File: src/rtl/fdd_pkg.sv
// Shared constants, state type and cell-encoding helper for the floppy read-data generator.
package fdd_pkg;

  localparam int         DEF_HALF_CELL       = 56;
  localparam int         DEF_PULSE_W         = 14;
  localparam logic [7:0] DEF_GAP_MFM         = 8'h4E;
  localparam logic [7:0] DEF_GAP_FM          = 8'hFF;
  localparam logic [7:0] FM_MARK_CLK         = 8'hC7;
  localparam logic [2:0] MFM_MISSING_CLK_BIT = 3'd2;

  typedef enum logic {
    IDLE,
    RUN
  } state_t;

  // Clock cell preceding data bit 'pos'; an MFM mark drops the clock before bit 2 (A1 -> 4489).
  function automatic logic enc_clock(input logic       is_mfm,
                                     input logic       mark,
                                     input logic       prev,
                                     input logic       d,
                                     input logic [2:0] pos);
    logic c;
    if (is_mfm) begin
      c = ~prev & ~d & ~(mark && (pos == MFM_MISSING_CLK_BIT));
    end else begin
      c = ~mark | FM_MARK_CLK[pos];
    end
    return c;
  endfunction

endpackage

File: src/rtl/rdat_pulse_shaper.sv
// Turns a one-cycle strobe into an active-low rdat_n pulse of PULSE_W cycles, starting in the strobe cycle.
module rdat_pulse_shaper #(
  parameter int PULSE_W = 14
) (
  input  logic fclk,
  input  logic rst,
  input  logic clear,
  input  logic strobe,
  output logic rdat_n
);

  localparam int CW = $clog2(PULSE_W + 1);

  logic [CW-1:0] remain;

  // The strobe cycle itself is the first low cycle, so the counter covers the remaining PULSE_W-1.
  always_ff @(posedge fclk) begin
    if (rst || clear) begin
      remain <= '0;
    end else if (strobe) begin
      remain <= CW'(PULSE_W - 1);
    end else if (remain != '0) begin
      remain <= remain - CW'(1);
    end
  end

  assign rdat_n = ~(strobe | (remain != '0));

endmodule

File: src/rtl/fdd_rdat_gen.sv
// Drive-side read-data generator: MFM/FM-encodes streamed bytes into rdat_n pulses for the VG93 read path.
module fdd_rdat_gen
  import fdd_pkg::*;
#(
  parameter int         HALF_CELL = DEF_HALF_CELL,
  parameter int         PULSE_W   = DEF_PULSE_W,
  parameter logic [7:0] GAP_MFM   = DEF_GAP_MFM,
  parameter logic [7:0] GAP_FM    = DEF_GAP_FM
) (
  input  logic       fclk,
  input  logic       rst,
  input  logic       enable,
  input  logic       mfm,
  input  logic [7:0] byte_data,
  input  logic       byte_mark,
  input  logic       byte_valid,
  output logic       byte_ready,
  output logic       rdat_n,
  output logic       busy,
  output logic       underrun
);

  localparam int CW = $clog2(2 * HALF_CELL);

  state_t        state, state_nxt;
  logic [CW-1:0] win_cnt;
  logic [CW-1:0] win_max;
  logic [3:0]    win_idx;
  logic          mode_mfm;
  logic [7:0]    cur_byte;
  logic          cur_mark;
  logic          prev_bit;
  logic [7:0]    hold_byte;
  logic          hold_mark;
  logic          hold_full;
  logic          accept;
  logic          byte_end;
  logic [2:0]    bit_sel;
  logic          d_bit;
  logic          prev_in;
  logic          cell_bit;
  logic          strobe;

  assign accept   = byte_valid & byte_ready;
  assign win_max  = mode_mfm ? CW'(HALF_CELL - 1) : CW'(2 * HALF_CELL - 1);
  assign byte_end = (state == RUN) && (win_idx == 4'd15) && (win_cnt == win_max);

  always_ff @(posedge fclk) begin
    if (rst) begin
      state <= IDLE;
    end else begin
      state <= state_nxt;
    end
  end

  always_comb begin
    state_nxt = state;
    if (!enable) begin
      state_nxt = IDLE;
    end else if ((state == IDLE) && accept) begin
      state_nxt = RUN;
    end
  end

  always_comb begin
    byte_ready = 1'b0;
    busy       = 1'b0;
    case (state)
      IDLE: byte_ready = enable;
      RUN: begin
        byte_ready = enable & ~hold_full;
        busy       = 1'b1;
      end
      default: ;
    endcase
  end

  // Even windows carry the clock cell, odd windows the data cell, MSB first.
  always_comb begin
    bit_sel  = 3'd7 - win_idx[3:1];
    d_bit    = cur_byte[bit_sel];
    prev_in  = (bit_sel == 3'd7) ? prev_bit : cur_byte[bit_sel + 3'd1];
    cell_bit = win_idx[0] ? d_bit : enc_clock(mode_mfm, cur_mark, prev_in, d_bit, bit_sel);
    strobe   = (state == RUN) && (win_cnt == '0) && cell_bit;
  end

  always_ff @(posedge fclk) begin
    if (rst || !enable) begin
      win_cnt   <= '0;
      win_idx   <= '0;
      mode_mfm  <= 1'b1;
      cur_byte  <= '0;
      cur_mark  <= 1'b0;
      prev_bit  <= 1'b0;
      hold_byte <= '0;
      hold_mark <= 1'b0;
      hold_full <= 1'b0;
      underrun  <= 1'b0;
    end else if (state == IDLE) begin
      if (accept) begin
        cur_byte <= byte_data;
        cur_mark <= byte_mark;
        mode_mfm <= mfm;
        win_cnt  <= '0;
        win_idx  <= '0;
      end
    end else begin
      if (win_cnt == win_max) begin
        win_cnt <= '0;
        win_idx <= win_idx + 4'd1;
      end else begin
        win_cnt <= win_cnt + CW'(1);
      end
      // Byte boundary uses the holding register as it stood before this cycle's accept.
      if (byte_end) begin
        prev_bit <= cur_byte[0];
        if (hold_full) begin
          cur_byte <= hold_byte;
          cur_mark <= hold_mark;
        end else begin
          cur_byte <= mode_mfm ? GAP_MFM : GAP_FM;
          cur_mark <= 1'b0;
          underrun <= 1'b1;
        end
      end
      if (accept) begin
        hold_byte <= byte_data;
        hold_mark <= byte_mark;
        hold_full <= 1'b1;
      end else if (byte_end) begin
        hold_full <= 1'b0;
      end
    end
  end

  rdat_pulse_shaper #(
    .PULSE_W(PULSE_W)
  ) u_shaper (
    .fclk  (fclk),
    .rst   (rst),
    .clear (~enable),
    .strobe(strobe),
    .rdat_n(rdat_n)
  );

endmodule
File: config.mk
export PLATFORM = sky130hd
export DESIGN_NAME = fdd_rdat_gen
export DESIGN_NICKNAME = d
export VERILOG_FILES = /design/src/rtl/fdd_pkg.sv /design/src/rtl/rdat_pulse_shaper.sv /design/src/rtl/fdd_rdat_gen.sv
export SDC_FILE = /design/constraint.sdc
export NUM_CORES = 1
export LEC_CHECK = 0
export ABC_AREA = 1
export ABC_CLOCK_PERIOD_IN_PS = 2000
export CAP_MARGIN = 20
export CORE_UTILIZATION = 25
export DETAILED_ROUTE_END_ITERATION = 10
export HOLD_SLACK_MARGIN = 0.06
export PLACE_DENSITY_LB_ADDON = 0.2
export SYNTH_ARGS = -nofsm -noshare
export SYNTH_HDL_FRONTEND = slang
export SYNTH_SLANG_ARGS = --single-unit
File: constraint.sdc
create_clock -name fclk -period 2 [get_ports fclk]
set_input_delay 0.3 -clock fclk [delete_from_list [all_inputs] [get_ports fclk]]
set_output_delay 0.3 -clock fclk [all_outputs]
set_load 0.03 [all_outputs]
# Word level (Yosys, flattened, before mapping)

Memory sizes are Yosys's and may differ from the RTL's.
Index checks and enable logic that the tools add are counted.

Order comparisons: 2
Reduce and logical (&&, ||, !) cells: 23
Mux-type cells: 30
Equality and inequality tests: 6
$add $sub $neg: 5
Bitwise logic cells: 14

Operators with widths:

| cell                | number |
|---|---|
| $mux 8              | 5 |
| $mux 7              | 4 |
| $mux 4              | 5 |
| $mux 1              | 13 |
| $reduce_and 2->1    | 6 |
| $lt 3x4->1 const B  | 2 |
| $not 1->1           | 8 |
| $add 7x1->7 const B | 1 |
| $eq 7x7->1          | 1 |
| $logic_not 7->1     | 1 |
| $bmux 1 s3          | 2 |
| $logic_and 1x1->1   | 6 |
| $reduce_bool 2->1   | 3 |
| $add 4x1->4 const B | 1 |
| $and 1x1->1         | 4 |
| $eq 4x4->1 const B  | 1 |
| $ne 2x1->1 const B  | 2 |
| $reduce_bool 4->1   | 1 |
| $reduce_or 2->1     | 2 |
| $sub 4x1->4 const B | 1 |
| $add 3x1->3 const B | 1 |
| $eq 3x2->1 const B  | 1 |
| $eq 3x3->1 const B  | 1 |
| $reduce_and 3->1    | 1 |
| 5 further kinds     | 7 |

Output and inout port bits: 4
Bits of input ports: 14
Memories: 1
Bits in read-only memories: 8
Logic and storage cells: 94
Register bits after elaboration: 38

Memories:

| name             | depth | bits a word | rd ports | clocked after Yosys merged registers in | wr ports | RTL line      | source |
|---|---|---|---|---|---|---|---|
| (name not given) | 8     | 1           | 1        | 0                                       | 0        | fdd_pkg.sv:26 | `c = ~mark \| FM_MARK_CLK[pos];` |

# Longest topological paths before layout

Gate-level depths: netlist of the first run.

Depth after elaboration: 13
Mapped depth: 12
Gate-level depth less buffers: 12

# Cells and area by module

From an unflattened synthesis of the first run, not the netlist that was laid out.

Cell total of the unflattened synthesis: 309
Area total of the unflattened synthesis: 2108.3 um^2

Modules (own cells, without submodules):

| module            | cells each | times used | area each (um^2) |
|---|---|---|---|
| fdd_rdat_gen      | 274        | 1          | 1861.8 |
| rdat_pulse_shaper | 35         | 1          | 246.5 |

# Least setup slack after synthesis of the first run

OpenSTA, ideal clock, no wires.

Kind: register to output
Start: register win_idx[2]
End: output rdat_n
Arrival: 1.732 ns
Setup slack: -0.032 ns
Stages on the path, launching flop included: 10
Data required time: 1.700 ns
Path through: dfxtp_1 > inv_1 > ha_1 > ha_1 > inv_1 > nand3_1 > nand3_1 > nand2_1 > nand2_1 > a21oi_1

Word-level cells in the longest chain between the ends: 13

Ends and longest elaborated chain:

| item                         | RTL line                | source |
|---|---|---|
| start, declared              | fdd_rdat_gen.sv:28      | `logic [3:0] win_idx;` |
| start signal, assigned       | fdd_rdat_gen.sv:110     | `win_idx <= win_idx + 4'd1;` |
| $sub 3x3->3 *                | fdd_rdat_gen.sv:80      | `bit_sel = 3'd7 - win_idx[3:1];` |
| $add 3x1->3                  | fdd_rdat_gen.sv:82      | `prev_in = (bit_sel == 3'd7) ? prev_bit : cur_byte[bit_sel + 3'd1];` |
| $bmux 1 s3                   | fdd_rdat_gen.sv:82      |  |
| $mux 1 (implied by the code) | fdd_rdat_gen.sv:82      |  |
| $mux 1                       | fdd_rdat_gen.sv:82      |  |
| $not 1->1                    | fdd_pkg.sv:24           | `c = ~prev & ~d & ~(mark && (pos == MFM_MISSING_CLK_BIT));` |
| $and 1x1->1 (2 in series)    | fdd_pkg.sv:24           |  |
| $mux 1                       | fdd_pkg.sv:23           | `if (is_mfm) begin` |
| $mux 1 *                     | fdd_rdat_gen.sv:83      | `cell_bit = win_idx[0] ? d_bit : enc_clock(mode_mfm, cur_mark, prev_in, d_bit, bit_sel);` |
| $logic_and 1x1->1 *          | fdd_rdat_gen.sv:84      | `strobe = (state == RUN) && (win_cnt == '0) && cell_bit;` |
| $or 1x1->1 *                 | rdat_pulse_shaper.sv:27 | `assign rdat_n = ~(strobe \| (remain != '0));` |
| $not 1->1 *                  | rdat_pulse_shaper.sv:27 |  |
| end, declared                | fdd_rdat_gen.sv:18      | `output logic rdat_n,` |

Every way passes the cells marked *; elsewhere a longest branch is shown, timed or not. The select of a mux whose other input is x is not followed.

# Final worst setup path of the first run

Start: register win_idx[1]
End: output rdat_n

The elaborated chain is that of the path after synthesis.

==> results_dict.tcl, run 1 <==
set metrics [dict create \
    row_count 32 \
    path_cells "inv_4 -> ha_4 -> ha_4 -> inv_2 -> nand3_2 -> nand3_2 -> nand2_2 -> nand2_2 -> a21oi_2 -> buf_6" \
    clkSinkCount 38 \
    critPathMaxFanout 2 \
    p_clk_share_pct 37.1 \
    ys_seq_area_share_pct 37.4 \
    cap_violations 0 \
    hold_path_class "reg2reg" \
    grt_start_max_net_pins 18 \
    worst_pin_slew_ns 0.390 \
    htreeDepth 2 \
    setup_slack_ns 0.00416 \
    routed_wl_um 5100 \
    tritoncts "built" \
    finalNetCount 333 \
    place.gp.congestion 0.781 \
    internal-power_uw 1130 \
    routed_via_density 4.65 \
    cts_buffer_depth 2 \
    p_switching_uw 418 \
    synth_area_leader_cell "dfxtp_1" \
    max-slew-margin-rel_pct 73.9 \
    pin_count 18 \
    synth_cell_types 30 \
    overflow 0 \
    port_buffers 17 \
    top_layer_used "met4" \
    critPathKind "reg2out" \
    yosysWarningCount 0 \
    synth_flop_cell "dfxtp_1" \
    clock.fmax_mhz 501 \
    clock-root-buffer "clkbuf_8" \
    initial_core_util_pct 26.0 \
    fin_crit_sh_pct 99.8 \
    die_area_mm2 0.00850 \
    max-vdd-ir-drop_v 0.000259 \
    netlist_instances 284 \
    synth_edf_count 0 \
    ys_ff_latch 38 \
    finalHoldViolCount 0 \
    pwr-share-comb_pct 12.7 \
    path_clk_slew_ns 0.09 \
    drive_gt1_share_pct 15.1 \
    p_leak_uw 0.000954 \
    stdcell_count 414 \
    diodes 0 \
    die_w_um 92.2 \
    path_buf_inv 3 \
    drt-met1-wl_um 2670 \
    final_common_cell "nand2_1" \
    cp-end-kind "output port" \
    dpl_worst_slack_ns 0.0951 \
    synth_area_leaders "dfxtp_1 37%, nand2_1 11%, a21oi_1 8.6%" \
    grt_pass1_wl_um 8760 \
    grtUsageTotal_pct 13.1 \
    synthesis.nets 306 \
    fin_worst_skew_ns 0.0146 \
    dp_hpwl_um 3740 \
    fp.coreArea_mm2 0.00781 \
    setup_viol 0 \
    cp-start-kind "flip-flop" \
    outcome "finished, final reports clean" \
    drt.antenna.violating_nets 0 \
    syn_area_mm2 0.00203 \
    crit_arrival_ns 1.70 \
    p_sw_share_pct 27.0 \
    wl_met2_um 2160 \
    dp_cells 405 \
    power_frac_seq_pct 50.2 \
    final_cell_mix "58 x nand2_1, 35 x dfxtp_1, 34 x a21oi_1" \
    grt_pass1_vias 1747 \
    synth.avg_cell_area_um2 7.16 \
    clock_latency_ns 0.30 \
    grt_antenna_before_repair 0 \
    report.final.slew_viol_count 0 \
    period_minus_slack_ns 2.00 \
    ys_async_sr_fraction_pct 0 \
    die_h_um 92.2 \
    area_delta_synth_final_pct 23.6 \
    slowest_stage "dfxtp_2" \
    max_stage_delay_ns 0.36 \
    drtIter0Drc 87 \
    rsz0062_at_grt "true" \
    yosysTopAreaCellShare_pct 37.4 \
    dr.pass1.iters 4 \
    cp.required_ns 1.70 \
    routed-wl-met3_um 207 \
    wire_per_inst_um 12.3 \
    p_per_area_mw_per_mm2 616 \
    cp_top_family "adder cells" \
    drc 0 \
    vias 1926 \
    cts_made_buffers 5 \
]
==> logic make-up after synthesis <==
family,Yosys count,synth area share [%]
AO/OA/AOI/OAI,67,18.6
XOR/XNOR,4,1.72
adder cells (fa/ha/maj),8,4.92
buffers and inverters,44,9.97
flip-flops,38,37.4
AND/OR/NAND/NOR,123,27.3
==> power groups by stage <==
stage / Clock [uW] / Combinational [uW] / Sequential, uW
final: 575 / 196 / 778
after CTS: 593 / 198 / 779
after detailed placement: 0 / 193 / 797
after floorplan: 0 / 119 / 795
after global routing: 620 / 219 / 781
after global placement: 0 / 193 / 797
==> routing by layer <==
| layer | vias to the layer above | global-route usage, % |
|---|---|---|
| met5 | - | 0 |
| met1 | 886 | 19.0 |
| met4 | 0 | 4.56 |
| met2 | 38 | 18.8 |
| li1 | 996 | - |
| met3 | 6 | 2.90 |
==> final cells by class <==
class                   count  area (um^2)
repair buffers             30          280
multi-input cells         202         1110
fillers                   859         5290
clock buffers               6         82.6
well taps                 102          128
flip-flops and latches     38          764
clock inverters             2         12.5
inverters                  34          133
==> flip-flops by register name (all words and copies together), names as in the netlist <==
signal,count
hold_byte,8
win_cnt,7
hold_full,1
win_idx,4
u_shaper.remain,4
state,1
prev_bit,1
underrun,1
hold_mark,1
cur_byte,8
cur_mark,1
mode_mfm,1
==> worst register-to-register path, delay by kind of cell (launching register included) <==
kind / cells / cell delay (ns)
flops: 1 / 0.38
fa+ha+maj: 1 / 0.21
compound gates: 2 / 0.31
simple gates: 5 / 0.68
==> Yosys cell counts, types with 3 or more instances <==
master    count
a21oi_1      35
a221oi_1      4
buf_4         3
buf_6         3
clkbuf_1      3
dfxtp_1      38
ha_1          8
inv_1        30
inv_2         3
nand2_1      60
nand3_1      30
nor2_1       19
nor3_1        3
o21a_1        3
o21ai_0      15
o22ai_1       5
xor2_1        4
==> per-stage QoR <==
stage | instance area [um^2] | util [%] | setup TNS, ns | hold slack [ns] | total power, uW
global placement | 2360 | 30.3 | 0 | 0.442 | 989
global route | 2510 | 32.2 | -0.0840 | 0.485 | 1620
finish | 2510 | 32.2 | 0 | 0.449 | 1550
CTS | 2490 | 31.9 | -0.0396 | 0.455 | 1570
detailed placement | 2360 | 30.3 | 0 | 0.444 | 990
floorplan | 2040 | - | 0 | 0.424 | 915
==> final timing paths <==
check	cells past startpoint	slack, ns	startpoint	endpoint
setup reg to reg	8	0.32	win_cnt[1]	hold_full
hold / removal	2	0.45	hold_mark	hold_mark
setup / recovery	10	0.004	win_idx[1]	rdat_n
hold reg to reg	2	0.45	hold_mark	hold_mark
==> what timing repair did <==
item,4_1_cts,5_1_grt
endpoints found under the setup margin,2,1
hold buffers,0,0
pin swaps,3,5
setup buffers,0,1
gates resized for setup,9,6
No activity file was read; power rests on OpenSTA's default activity.
==> run 2, diff against run 1 <==
Settings changed: PLACE_DENSITY_LB_ADDON 0.2 to default.
==> run 2 against run 1 <==
  * Die area is the same
  * Sequential power is essentially flat
  * Register-to-register slack is essentially flat
  * Count of clock-buffer cells in the layout is the same
  * Highest routed layer unchanged
==> results_dict.tcl, run 2 (synthesis results as in run 1) <==
set metrics [dict create \
    die_h_um 92.2 \
    outcome "finished, final reports clean" \
    drc 0 \
    path_buf_inv 3 \
    critPathKind "reg2out" \
    die_area_mm2 0.00850 \
    tritoncts "built" \
    initial_core_util_pct 26.0 \
    drt.antenna.violating_nets 0 \
    reg.largest.list "cur_byte x8, hold_byte x8, win_cnt x7" \
    cp_top_family "adder cells" \
    rsz0062_at_grt "true" \
    cts_buffer_depth 2 \
    fin_worst_skew_ns 0.00289 \
    finalHoldViolCount 0 \
    port_buffers 17 \
    final_common_cell "nand2_1" \
    p_leak_uw 0.000947 \
    cp.required_ns 1.70 \
    cts_made_buffers 5 \
    cp-start-kind "flip-flop" \
    fin_crit_sh_pct 99.6 \
    grt_antenna_before_repair 0 \
    max-vdd-ir-drop_v 0.000332 \
    cp-end-kind "output port" \
    final_area_mm2 0.00249 \
    multiInputGateArea_mm2 0.00111 \
    diodes 0 \
    cts_hold_buf 0 \
    slowest_stage "dfxtp_2" \
    grtUsageTotal_pct 12.2 \
    seqCellArea_um2 766 \
    fillCellCount 846 \
    routed_wl_um 4770 \
    drive_gt1_share_pct 14.8 \
    grt_start_max_net_pins 18 \
    place.gp.congestion 0.841 \
    critPathMaxFanout 2 \
    routed_via_density 4.62 \
    finalNetCount 331 \
    htreeDepth 2 \
    place_area_mm2 0.00233 \
    wire_per_inst_um 11.6 \
    cap_violations 0 \
    clock-root-buffer "clkbuf_8" \
    row_count 32 \
    clkSinkCount 38 \
    fp.coreArea_mm2 0.00781 \
    path_clk_slew_ns 0.08 \
    grt_pass1_wl_um 8310 \
    worst_pin_slew_ns 0.551 \
    setup_tns_ns 0 \
    setup_viol 0 \
    crit_arrival_ns 1.69 \
    clock_latency_ns 0.28 \
    path_cells "inv_4 -> ha_4 -> ha_4 -> inv_2 -> nand3_2 -> nand3_2 -> nand2_2 -> nand2_2 -> a21oi_2 -> buf_6" \
    max_stage_delay_ns 0.36 \
    overflow 0 \
    area_delta_synth_final_pct 22.5 \
    max-slew-margin-rel_pct 63.2 \
    report.final.slew_viol_count 0 \
    hold_path_class "reg2reg" \
    final_util_pct 31.9 \
    die_w_um 92.2 \
    period_minus_slack_ns 1.99 \
    dr.pass1.iters 4 \
    dp_hpwl_um 3420 \
    pin_count 18 \
    clock.fmax_mhz 502 \
    p_per_area_mw_per_mm2 613 \
    final_cell_mix "58 x nand2_1, 34 x a21oi_1, 34 x dfxtp_1" \
    grt_pass1_vias 1762 \
    drtIter0Drc 96 \
    vias 1902 \
]
-- run 2: changes by cell type in the layout (fill, tap and decap cells not counted) --
cell            previous run  this run
dfxtp_1                   35        34
buf_12                     1         0
buf_4                     12        11
dlygate4sd2_1              1         0
dlymetal6s2s_1             0         1
dfxtp_2                    3         4
-- run 2: final timing paths --
path | start | to | slack [ns] | depth (start not counted)
worst max-delay path | win_idx[1] | rdat_n | 0.009 | 10
worst min-delay path | hold_mark | hold_mark | 0.45 | 2
worst max register to register | win_idx[1] | cur_byte[5] | 0.33 | 8
worst min register to register | hold_mark | hold_mark | 0.45 | 2
-- run 2: cell type report --
class	count	share of cell area, %
flip-flops and latches	38	30.7
inverters	34	5.32
repair buffers	28	10.3
well taps	102	5.12
clock inverters	2	0.502
clock buffers	6	3.31
multi-input cells	202	44.7
-- run 2: layer usage --
metal | wire [um] | vias up | global-route usage, %
met2 | 2100 | 54 | 17.5
li1 | - | 994 | -
met4 | 46 | 0 | 4.69
met5 | 0 | - | 0
met1 | 2340 | 852 | 17.5
met3 | 283 | 2 | 2.65
-- run 2: power breakdown --
group / internal (uW) / switching (uW)
combinational: 81.0 / 108
sequential: 770 / 9.69
clock: 277 / 281
total: 1130 / 399
-- run 2: timing repair --
action	CTS	global route
endpoints found under the setup margin	2	2
buffers inserted	2	0
resized for setup	15	1
pin swaps	5	2
-- run 2: stage by stage --
stage,worst slack [ns],power [uW],std cells,hold WS (ns)
5_1_grt,-0.107,1600,412,0.484
3_3_place_gp,0.111,980,402,0.438
6_report,0.00881,1530,412,0.446
4_1_cts,-0.00980,1550,412,0.453
3_5_place_dp,0.115,982,402,0.440
2_1_floorplan,0.114,915,284,0.424
-- run 2: worst register-to-register path: cells and delay by family (launching register included) --
kind            cells  cell delay (ns)
buf+inv             1             0.19
fa+ha+maj           1             0.18
flops               1             0.36
simple gates        4             0.60
compound gates      2             0.23
